$ cat src/rtl/dest_reg_bank.sv
// Destination register bank: synchronises the load strobe and select code,
// waits for the code to settle, then writes one of 8 entries. Has a registered read port.
module dest_reg_bank #(
    parameter int WIDTH  = 8,
    parameter int SETTLE = 2
) (
    input  logic             CLK,
    input  logic             RST,
    input  logic             LDD,
    input  logic             S0,
    input  logic             S1,
    input  logic             S2,
    input  logic [WIDTH-1:0] DIN,
    input  logic [2:0]       RADDR,
    output logic [WIDTH-1:0] RDATA,
    output logic [7:0]       VLD,
    output logic             WR_DONE,
    output logic             BUSY,
    output logic             ERR,
    output logic             OVR,
    input  logic             CLR_ERR
);

    localparam int CW = (SETTLE > 1) ? $clog2(SETTLE) : 1;

    typedef enum logic {ST_IDLE, ST_SETTLE} state_t;

    state_t           r_state;
    logic [CW-1:0]    r_cnt;
    logic             r_ldd_s1, r_ldd_s2, r_ldd_s3;
    logic [2:0]       r_sel_s1, r_sel_s2;
    logic [WIDTH-1:0] r_din_hold;
    logic [WIDTH-1:0] r_mem [8];
    logic [WIDTH-1:0] r_rdata;
    logic [7:0]       r_vld;
    logic             r_wr_done, r_busy, r_err, r_ovr;

    logic             w_ld_pulse;
    logic             w_bad_code;

    assign w_ld_pulse = r_ldd_s2 & ~r_ldd_s3;
    // 000 and 111 never come out of the upstream sequence, so they mark a fault.
    assign w_bad_code = (r_sel_s2 == 3'b000) || (r_sel_s2 == 3'b111);

    always_ff @(posedge CLK or negedge RST) begin
        if (!RST) begin
            r_state    <= ST_IDLE;
            r_cnt      <= '0;
            r_ldd_s1   <= 1'b0;
            r_ldd_s2   <= 1'b0;
            r_ldd_s3   <= 1'b0;
            r_sel_s1   <= '0;
            r_sel_s2   <= '0;
            r_din_hold <= '0;
            for (int i = 0; i < 8; i++) r_mem[i] <= '0;
            r_rdata    <= '0;
            r_vld      <= '0;
            r_wr_done  <= 1'b0;
            r_busy     <= 1'b0;
            r_err      <= 1'b0;
            r_ovr      <= 1'b0;
        end else begin
            r_ldd_s1  <= LDD;
            r_ldd_s2  <= r_ldd_s1;
            r_ldd_s3  <= r_ldd_s2;
            r_sel_s1  <= {S2, S1, S0};
            r_sel_s2  <= r_sel_s1;
            r_rdata   <= r_mem[RADDR];
            r_wr_done <= 1'b0;

            // Clear first so a set on the same edge takes priority.
            if (CLR_ERR) begin
                r_err <= 1'b0;
                r_ovr <= 1'b0;
            end

            case (r_state)
                ST_IDLE: begin
                    if (w_ld_pulse) begin
                        r_din_hold <= DIN;
                        r_cnt      <= CW'(SETTLE - 1);
                        r_state    <= ST_SETTLE;
                        r_busy     <= 1'b1;
                    end
                end
                ST_SETTLE: begin
                    if (w_ld_pulse) r_ovr <= 1'b1;
                    if (r_cnt == '0) begin
                        if (!w_bad_code) begin
                            r_mem[r_sel_s2] <= r_din_hold;
                            r_vld[r_sel_s2] <= 1'b1;
                        end else begin
                            r_err <= 1'b1;
                        end
                        r_state   <= ST_IDLE;
                        r_busy    <= 1'b0;
                        r_wr_done <= 1'b1;
                    end else begin
                        r_cnt <= r_cnt - CW'(1);
                    end
                end
                default: r_state <= ST_IDLE;
            endcase
        end
    end

    assign RDATA   = r_rdata;
    assign VLD     = r_vld;
    assign WR_DONE = r_wr_done;
    assign BUSY    = r_busy;
    assign ERR     = r_err;
    assign OVR     = r_ovr;

endmodule

$ cat config.mk
export PLATFORM = sky130hd
export DESIGN_NAME = dest_reg_bank
export DESIGN_NICKNAME = d
export VERILOG_FILES = /design/src/rtl/dest_reg_bank.sv
export SDC_FILE = /design/constraint.sdc
export NUM_CORES = 1
export LEC_CHECK = 0
export BUFFER_PORTS_ARGS = -buffer_cell sky130_fd_sc_hd__buf_4
export CAP_MARGIN = 0
export CORE_UTILIZATION = 35
export DETAILED_ROUTE_END_ITERATION = 8
export GPL_TIMING_DRIVEN = 0
export PLACE_DENSITY = 0.54
export REMOVE_ABC_BUFFERS = 1
export SETUP_SLACK_MARGIN = 0.15
export SYNTH_ARGS = -nofsm -noshare
export SYNTH_HDL_FRONTEND = slang
export SYNTH_SLANG_ARGS = --single-unit
$ cat constraint.sdc
create_clock -name CLK -period 2.3 [get_ports CLK]
set_input_delay 0.345 -clock CLK [delete_from_list [all_inputs] [get_ports CLK]]
set_output_delay 0.345 -clock CLK [all_outputs]
set_load 0.05 [all_outputs]
### Yosys cells after proc, flatten, opt, wreduce, memory -nomap -nowiden

Cells that the tools add are included.

* output and inout bits: 20
* word-level logic and storage cells: 71
* register bits after elaboration: 103
* input port bits: 18

* eq/ne operators: 3
* mux-type cells: 25
* bitwise logic cells: 8
* magnitude comparators: 5
* add/subtract/negate cells: 1
* reductions and logical operators: 7

Operators with widths (count)
* $bwmux W64: 1
* $bmux W8 S3: 1
* $demux W8 S3: 1
* $mux W8: 3
* $mux W1: 15
* $ge A4 B4 Y1 const B: 2
* $not A3 Y4: 2
* $or A8 B8 Y8: 1
* $pmux W1 S2: 3
* $lt A3 B4 Y1 const B: 1
* $lt A4 B1 Y1 const B: 1
* $ne A2 B2 Y1 const B: 2
* $not A1 Y1: 4
* $reduce_and A2 Y1: 2
* $demux W1 S3: 1
* $eq A3 B3 Y1 const B: 1
* $ge A3 B1 Y1 const B: 1
* $logic_not A3 Y1: 1
* $reduce_and A3 Y1: 1
* $logic_and A1 B1 Y1: 2
* $and A1 B1 Y1: 1
* $logic_or A1 B1 Y1: 1
* $sub A1 B1 Y1 const B: 1

### Logic depth before layout (Yosys ltp)

Gate-level depths: netlist of run 1.

* depth after elaboration: 6
* mapped depth: 5
* depth with buffers taken out: 3

### Worst setup path after synthesis of run 1

Ideal clock, no wire load.

* path type: input-to-reg
* start: input RADDR[0]
* end: register r_rdata[0], in the netlist RDATA[0]
* path buffers: 2
* stages on the path: 4
* library setup time: 0.125 ns
* arrival time: 1.418 ns
* setup slack: 0.757 ns
* data required time: 2.175 ns
* cells stage by stage: buf_6 -> buf_6 -> mux4_1 -> mux2_2

* cells in the longest elaborated chain, start to end: 4

RTL lines
* start, declared: RTL line 14 `input logic [2:0] RADDR,`
* $not A3 Y4 (implied by the code): RTL line 68 `r_rdata <= r_mem[RADDR];`
* $bmux W8 S3: RTL line 68
* $mux W8 (implied by the code) (2 in series): RTL line 68
* end signal, assigned: RTL line 68
* end, declared: RTL line 34 `logic [WIDTH-1:0] r_rdata;`

Every way passes these cells. The select of a mux whose other input is x is not followed.
A chain may end at the register's enable or synchronous reset.

### Worst setup path after layout of run 1

* start: register r_state
* end: register r_mem[23] (netlist name)

* cells in the longest elaborated chain, start to end: 1

RTL lines
* start, declared: RTL line 28 `state_t r_state;`
* start signal, assigned: RTL line 47 `r_state <= ST_IDLE;`
* start signal, assigned: RTL line 82 `r_state <= ST_SETTLE;`
* start signal, assigned: RTL line 95 `r_state <= ST_IDLE;`
* $reduce_and A3 Y1 (no source line)
* end signal, assigned by index: RTL line 90 `r_mem[r_sel_s2] <= r_din_hold;`
* end, declared: RTL line 33 `logic [WIDTH-1:0] r_mem [8];`

Every way passes these cells.

==> impl_metrics.env, run 1 <==
export IMPL_power_density_nw_per_um2=1268
export IMPL_drv_slew=0
export IMPL_p_leak_nw=2.187
export IMPL_hpwlAfterDp_mm=4.264
export IMPL_synth_cells=243
export IMPL_finClkSkew_ps=3.605
export IMPL_grt_pass1_wl_mm=11.59
export IMPL_die_area_um2=11940
export IMPL_dp_cells=393
export IMPL_final_cell_count_no_fill=409
export IMPL_syn_to_final_growth_pct=16.74
export IMPL_cts_tree="yes"
export IMPL_via_count=1968
export IMPL_post_cts_resized=0
export IMPL_ys_ff_latch=103
export IMPL_hold_viol_final=0
export IMPL_fillers=1025
export IMPL_rsz0062_at_grt="no"
export IMPL_fin_util_pct=42.63
export IMPL_setup_tns_ps=0
export IMPL_ctsHoldBuffers=0
export IMPL_crit_path_end_kind="register"
export IMPL_grt_pass1_vias=2146
export IMPL_clock_sinks=103
export IMPL_cts_made_buffers=9
export IMPL_ios=38
export IMPL_initial_core_util_pct=36.51
export IMPL_cts_setup_buffers=0
export IMPL_die_h_um=109.3
export IMPL_wl_mm=6.872
export IMPL_num_antenna_cells=0
export IMPL_drt_initial_drc_count=56
export IMPL_cts_max_path_buffers=2
export IMPL_cts_root_buf="clkbuf_16"
export IMPL_viasPerCell=4.812
export IMPL_worst_slew_pin_slew_ps=914.5
export IMPL_cp_max_fo=9
export IMPL_ant_nets=0
export IMPL_rows=38
export IMPL_grt_overflow=0
export IMPL_p_total_mw=5.963
export IMPL_clock_fmax_mhz=547.8
export IMPL_fin_nets=282
export IMPL_gp_congestion=0.6786
export IMPL_maxCapViolCount=0
export IMPL_holdWs_ps=101.5
export IMPL_cts_clk_slew_worst_paths_ps=60
export IMPL_seq_area_frac_synth_pct=64.00
export IMPL_status="completed"
export IMPL_yosysWarnings=0
export IMPL_critPathLaunchType="register"
export IMPL_crit_arrival_ps=2050
export IMPL_insertion_delay_ps=340
export IMPL_relSlewSlack_pct=39.03
export IMPL_syn_area_um2=4028
export IMPL_synth_avg_cell_area_um2=16.57
export IMPL_dr_pass1_iters=4
export IMPL_timing_worst_setup_path_type="register to register"
export IMPL_wl_per_cell_um=16.80
export IMPL_min_period_ps=1825
export IMPL_coreArea_um2=11030
export IMPL_required_ps=2530
export IMPL_chipWidth_um=109.3
export IMPL_drive_gt1_share_pct=50.56
export IMPL_grt_max_degree=104
export IMPL_hold_class="input port to async pin"
export IMPL_synth_cell_types=25
export IMPL_antenna_found_initial=0
export IMPL_setup_viol=0
export IMPL_grtUsageTotal_pct=13.73
export IMPL_fin_crit_sh_pct=79.36
export IMPL_io_buffers=37
export IMPL_drc=0
export IMPL_ir_worst_vdd_mv=0.5749
export IMPL_cts_htree_levels=3
==> Yosys cell counts (all sizes together) <==
cell    count  area share, %
a21o        1           0.19
and2b       2           0.37
and3        1           0.16
buf         9            1.4
clkbuf     19            1.8
dfrtp     103             64
inv         2           0.19
mux2       64             18
mux4       16            9.5
nand2       3           0.34
nand2b      3           0.47
nand3       1           0.12
nand4b      1           0.37
nor2        5           0.47
nor2b       2           0.31
nor3        1           0.12
nor3b       2           0.37
nor4        1           0.53
nor4b       1           0.59
o21ai       3           0.37
or2         3           0.47
==> path summary, 6_finish.rpt <==
path / slack, ps / cells after the start / endpoint / startpoint
worst max register to register: 470 / 3 / r_mem[23] / r_state
max in group asynchronous: 1570 / 1 / r_mem[19] / RST
worst min register to register: 350 / 0 / r_ldd_s2 / r_ldd_s1
worst min-delay path: 100 / 1 / r_ldd_s3 / RST
worst max-delay path: 470 / 3 / r_mem[23] / r_state
min in group CLK: 100 / 1 / r_sel_s1[1] / S1
==> state kept, by name, indices dropped and copies added (netlist names) <==
name        flops
r_mem          64
RDATA           8
VLD             8
r_din_hold      8
r_sel_s1        3
r_sel_s2        3
BUSY            1
ERR             1
OVR             1
WR_DONE         1
r_cnt           1
r_ldd_s1        1
r_ldd_s2        1
r_ldd_s3        1
r_state         1
==> logic make-up after synthesis <==
family                 count (synthesis)  synth area share, %
flip-flops                           103                63.99
multiplexers                          80                27.40
buffers and inverters                 30                3.355
AND/OR/NAND/NOR                       26                4.691
AO/OA/AOI/OAI                          4               0.5591
==> power by group <==
group	switching, mW	total [mW]	internal [mW]
Clock	0.635	1.62	0.990
Sequential	0.332	2.76	2.42
Combinational	0.781	1.58	0.802
==> worst max-delay path: stages, from the launching register on <==
cell and delay [ps]:
dfrtp_1 470, nand2_2 140, nor4b_4 690, mux2_2 410
==> routing by layer <==
metal / wire length [um] / GRT usage, % / vias up
li1: - / - / 902
met1: 3304 / 18.39 / 1025
met2: 3192 / 20.75 / 29
met3: 211 / 3.048 / 12
met4: 164 / 7.429 / 0
met5: 0 / 0 / -
==> layout by cell type, fill, tap and decap left out <==
cell,instances
a21o_1,1
and2b_1,2
and3_1,1
buf_4,36
buf_6,2
bufinv_16,1
clkbuf_16,9
clkbuf_8,5
clkinv_2,1
dfrtp_1,103
inv_1,2
mux2_2,64
mux4_1,6
mux4_2,10
nand2_1,2
nand2_2,1
nand2b_1,3
nand3_1,1
nand4b_2,1
nor2_1,5
nor2b_1,2
nor3_1,1
nor3b_1,1
nor3b_2,1
nor4_4,1
nor4b_4,1
o21ai_0,3
or2_2,3
==> per-stage QoR <==
step / instance area, um^2 / setup WS [ps]
after floorplan: 3900 / 543.7
after global placement: 4353 / -580.5
after detailed placement: 4369 / 426.9
after CTS: 4698 / 415.9
after global routing: 4702 / 341.3
final: 4702 / 474.6
==> area by class of cell <==
class                      instances  area [um^2]  share of cell area, %
tap                              140        175.2                  3.725
clock buffer                      14        294.0                  6.253
sequential                       103         2577                  54.82
timing repair buffer              38        292.8                  6.227
inverter                           2        7.507                 0.1597
multi-input combinational        110         1320                  28.07
clock inverter                     2        35.03                 0.7451
No activity file was read; power rests on OpenSTA's default activity.
==> run 2, diff against run 1 <==
==> constraint.sdc (replaced) <==
create_clock -name CLK -period 1.75 [get_ports CLK]
set_input_delay 0.2625 -clock CLK [delete_from_list [all_inputs] [get_ports CLK]]
set_output_delay 0.2625 -clock CLK [all_outputs]
set_load 0.05 [all_outputs]
==> run 2 against run 1 <==
Effect of this change: setup slack worse by 260 ps; clock power up 32%; core utilization up 1.0 points; clock skew up 0.77 ps; final cell count up 1.5%; sequential cell count unchanged; sequential share of layout area down 1.2 points; sequential power up 32%; wire length up 1.3%; largest power group unchanged.
==> impl_metrics.env, run 2 (synthesis results as in run 1) <==
export IMPL_fillers=1018
export IMPL_finClkSkew_ps=4.377
export IMPL_wl_mm=6.958
export IMPL_hpwlAfterDp_mm=4.264
export IMPL_drt_initial_drc_count=59
export IMPL_max_stage_delay_ps=490
export IMPL_ctsHoldBuffers=0
export IMPL_grt_pass1_vias=2157
export IMPL_fin_util_pct=43.65
export IMPL_antenna_found_initial=0
export IMPL_worst_slew_pin_slew_ps=925.7
export IMPL_wl_per_cell_um=16.77
export IMPL_wl_met3_um=220
export IMPL_fin_crit_sh_pct=87.67
export IMPL_num_antenna_cells=0
export IMPL_cts_made_buffers=9
export IMPL_die_h_um=109.3
export IMPL_io_buffers=37
export IMPL_maxCapViolCount=0
export IMPL_via_count=1997
export IMPL_ant_nets=0
export IMPL_coreArea_um2=11030
export IMPL_ios=38
export IMPL_initial_core_util_pct=36.51
export IMPL_clock_fmax_mhz=651.8
export IMPL_rsz0062_at_grt="no"
export IMPL_setup_viol=0
export IMPL_gp_congestion=0.6786
export IMPL_cp_max_fo=9
export IMPL_top_register="r_mem"
export IMPL_placed_area_um2=4369
export IMPL_crit_path_end_kind="register"
export IMPL_status="completed"
export IMPL_drv_slew=0
export IMPL_ir_worst_vdd_mv=0.7555
export IMPL_holdWs_ps=13.60
export IMPL_crit_family="simple AND/OR/NAND/NOR gates"
export IMPL_insertion_delay_ps=340
export IMPL_viasPerCell=4.812
export IMPL_place_ws_ps=-123.1
export IMPL_path_buf_inv=0
export IMPL_highest_layer="met4"
export IMPL_critPathLaunchType="register"
export IMPL_dr_wl_met2_mm=3.299
export IMPL_crit_arrival_ps=1760
export IMPL_rr_worst_depth=3
export IMPL_postLayoutSetupSlackWorst_ps=215.7
export IMPL_ff2ff_setup_slack_ps=220
export IMPL_grt_pass1_wl_mm=11.72
export IMPL_layout_commonest_cell="dfrtp_1"
export IMPL_crit_cells=3
export IMPL_r2r_start="r_sel_s2[0]"
export IMPL_dr_pass1_iters=4
export IMPL_regToRegEndpoint="r_mem[11]"
export IMPL_fin_nets=288
export IMPL_rows=38
export IMPL_hold_viol_final=0
export IMPL_final_cell_mix="dfrtp_1 (99), mux2_2 (64), buf_4 (40)"
export IMPL_min_period_ps=1534
export IMPL_p_leak_nw=2.231
export IMPL_die_area_um2=11940
export IMPL_relSlewSlack_pct=38.29
export IMPL_grt_overflow=0
export IMPL_grtUsageTotal_pct=13.81
export IMPL_hold_class="input port to async pin"
export IMPL_slowest_stage="dfrtp_2"
export IMPL_syn_to_final_growth_pct=19.54
export IMPL_timing_worst_setup_path_type="register to register"
export IMPL_cts_root_buf="clkbuf_16"
export IMPL_drive_gt1_share_pct=54.55
export IMPL_fin_area_um2=4815
export IMPL_clock_sinks=103
export IMPL_grt_max_degree=104
export IMPL_drc=0
export IMPL_largest_reg_flops=64
export IMPL_cts_htree_levels=3
export IMPL_wl_met1_mm=3.283
export IMPL_required_ps=1980
export IMPL_cts_max_path_buffers=2
export IMPL_power_density_nw_per_um2=1637
export IMPL_chipWidth_um=109.3
export IMPL_crit_chain="nor3b_2 > and2b_4 > mux2_2"
export IMPL_cts_clk_slew_worst_paths_ps=60
export IMPL_cts_tree="yes"
[run 2: cell count changes in the layout (fill, tap and decap cells not counted), moves of 2 or more]
cell and delta:
dfrtp_1 -4, buf_12 +2, dfrtp_2 +4, buf_4 +4
[run 2: worst register-to-register path: cells and delay by family (launching register included)]
kind	cells	cell delay (ps)
flip-flops	1	490
multiplexers	1	360
AND/OR/NAND/NOR	2	570
[run 2: power by group]
part	leakage, nW	switching, mW	internal [mW]
clock	0.165	0.834	1.30
combinational	0.765	1.04	1.08
sequential	1.30	0.437	3.19
[run 2: per-stage QoR]
| stage | power (mW) | cells | setup TNS [ps] |
|---|---|---|---|
| finish | 7.882 | 415 | 0 |
| global route | 8.332 | 415 | 0 |
| CTS | 7.986 | 414 | 0 |
| detailed placement | 5.793 | 393 | -2262 |
| global placement | 5.704 | 392 | -11540 |
| floorplan | 5.135 | 215 | -50.53 |
[run 2: timing repair]
item,4_1_cts,5_1_grt
gates resized for setup,7,5
setup buffers,5,1
pin swaps,2,0
endpoints found under the setup margin,50,45
[run 2: final cells by class]
type	count	area [um^2]	share of cell area, %
Clock buffer	14	294.0	6.107
Clock inverter	2	35.03	0.7277
Inverter	2	7.507	0.1559
Multi-Input combinational cell	110	1358	28.20
Sequential cell	103	2582	53.64
Tap cell	140	175.2	3.638
Timing Repair Buffer	44	362.8	7.536
[run 2: worst max-delay path by stage]
stage | slack [ps] | start | to
finish | 220 | r_sel_s2[0] | r_mem[11]
CTS | 80 | r_cnt | r_mem[11]
detailed placement | -120 | r_state | r_mem[16]
floorplan | -6 | r_state | r_din_hold[0]
global placement | -1130 | r_state | r_din_hold[0]
global route | 150 | r_sel_s2[0] | r_mem[14]
[run 2: routing by layer]
layer  up-vias  track usage, %
li1        914               -
met1      1041           18.24
met2        31           21.20
met3        11           3.048
met4         0           7.429
met5         -               0
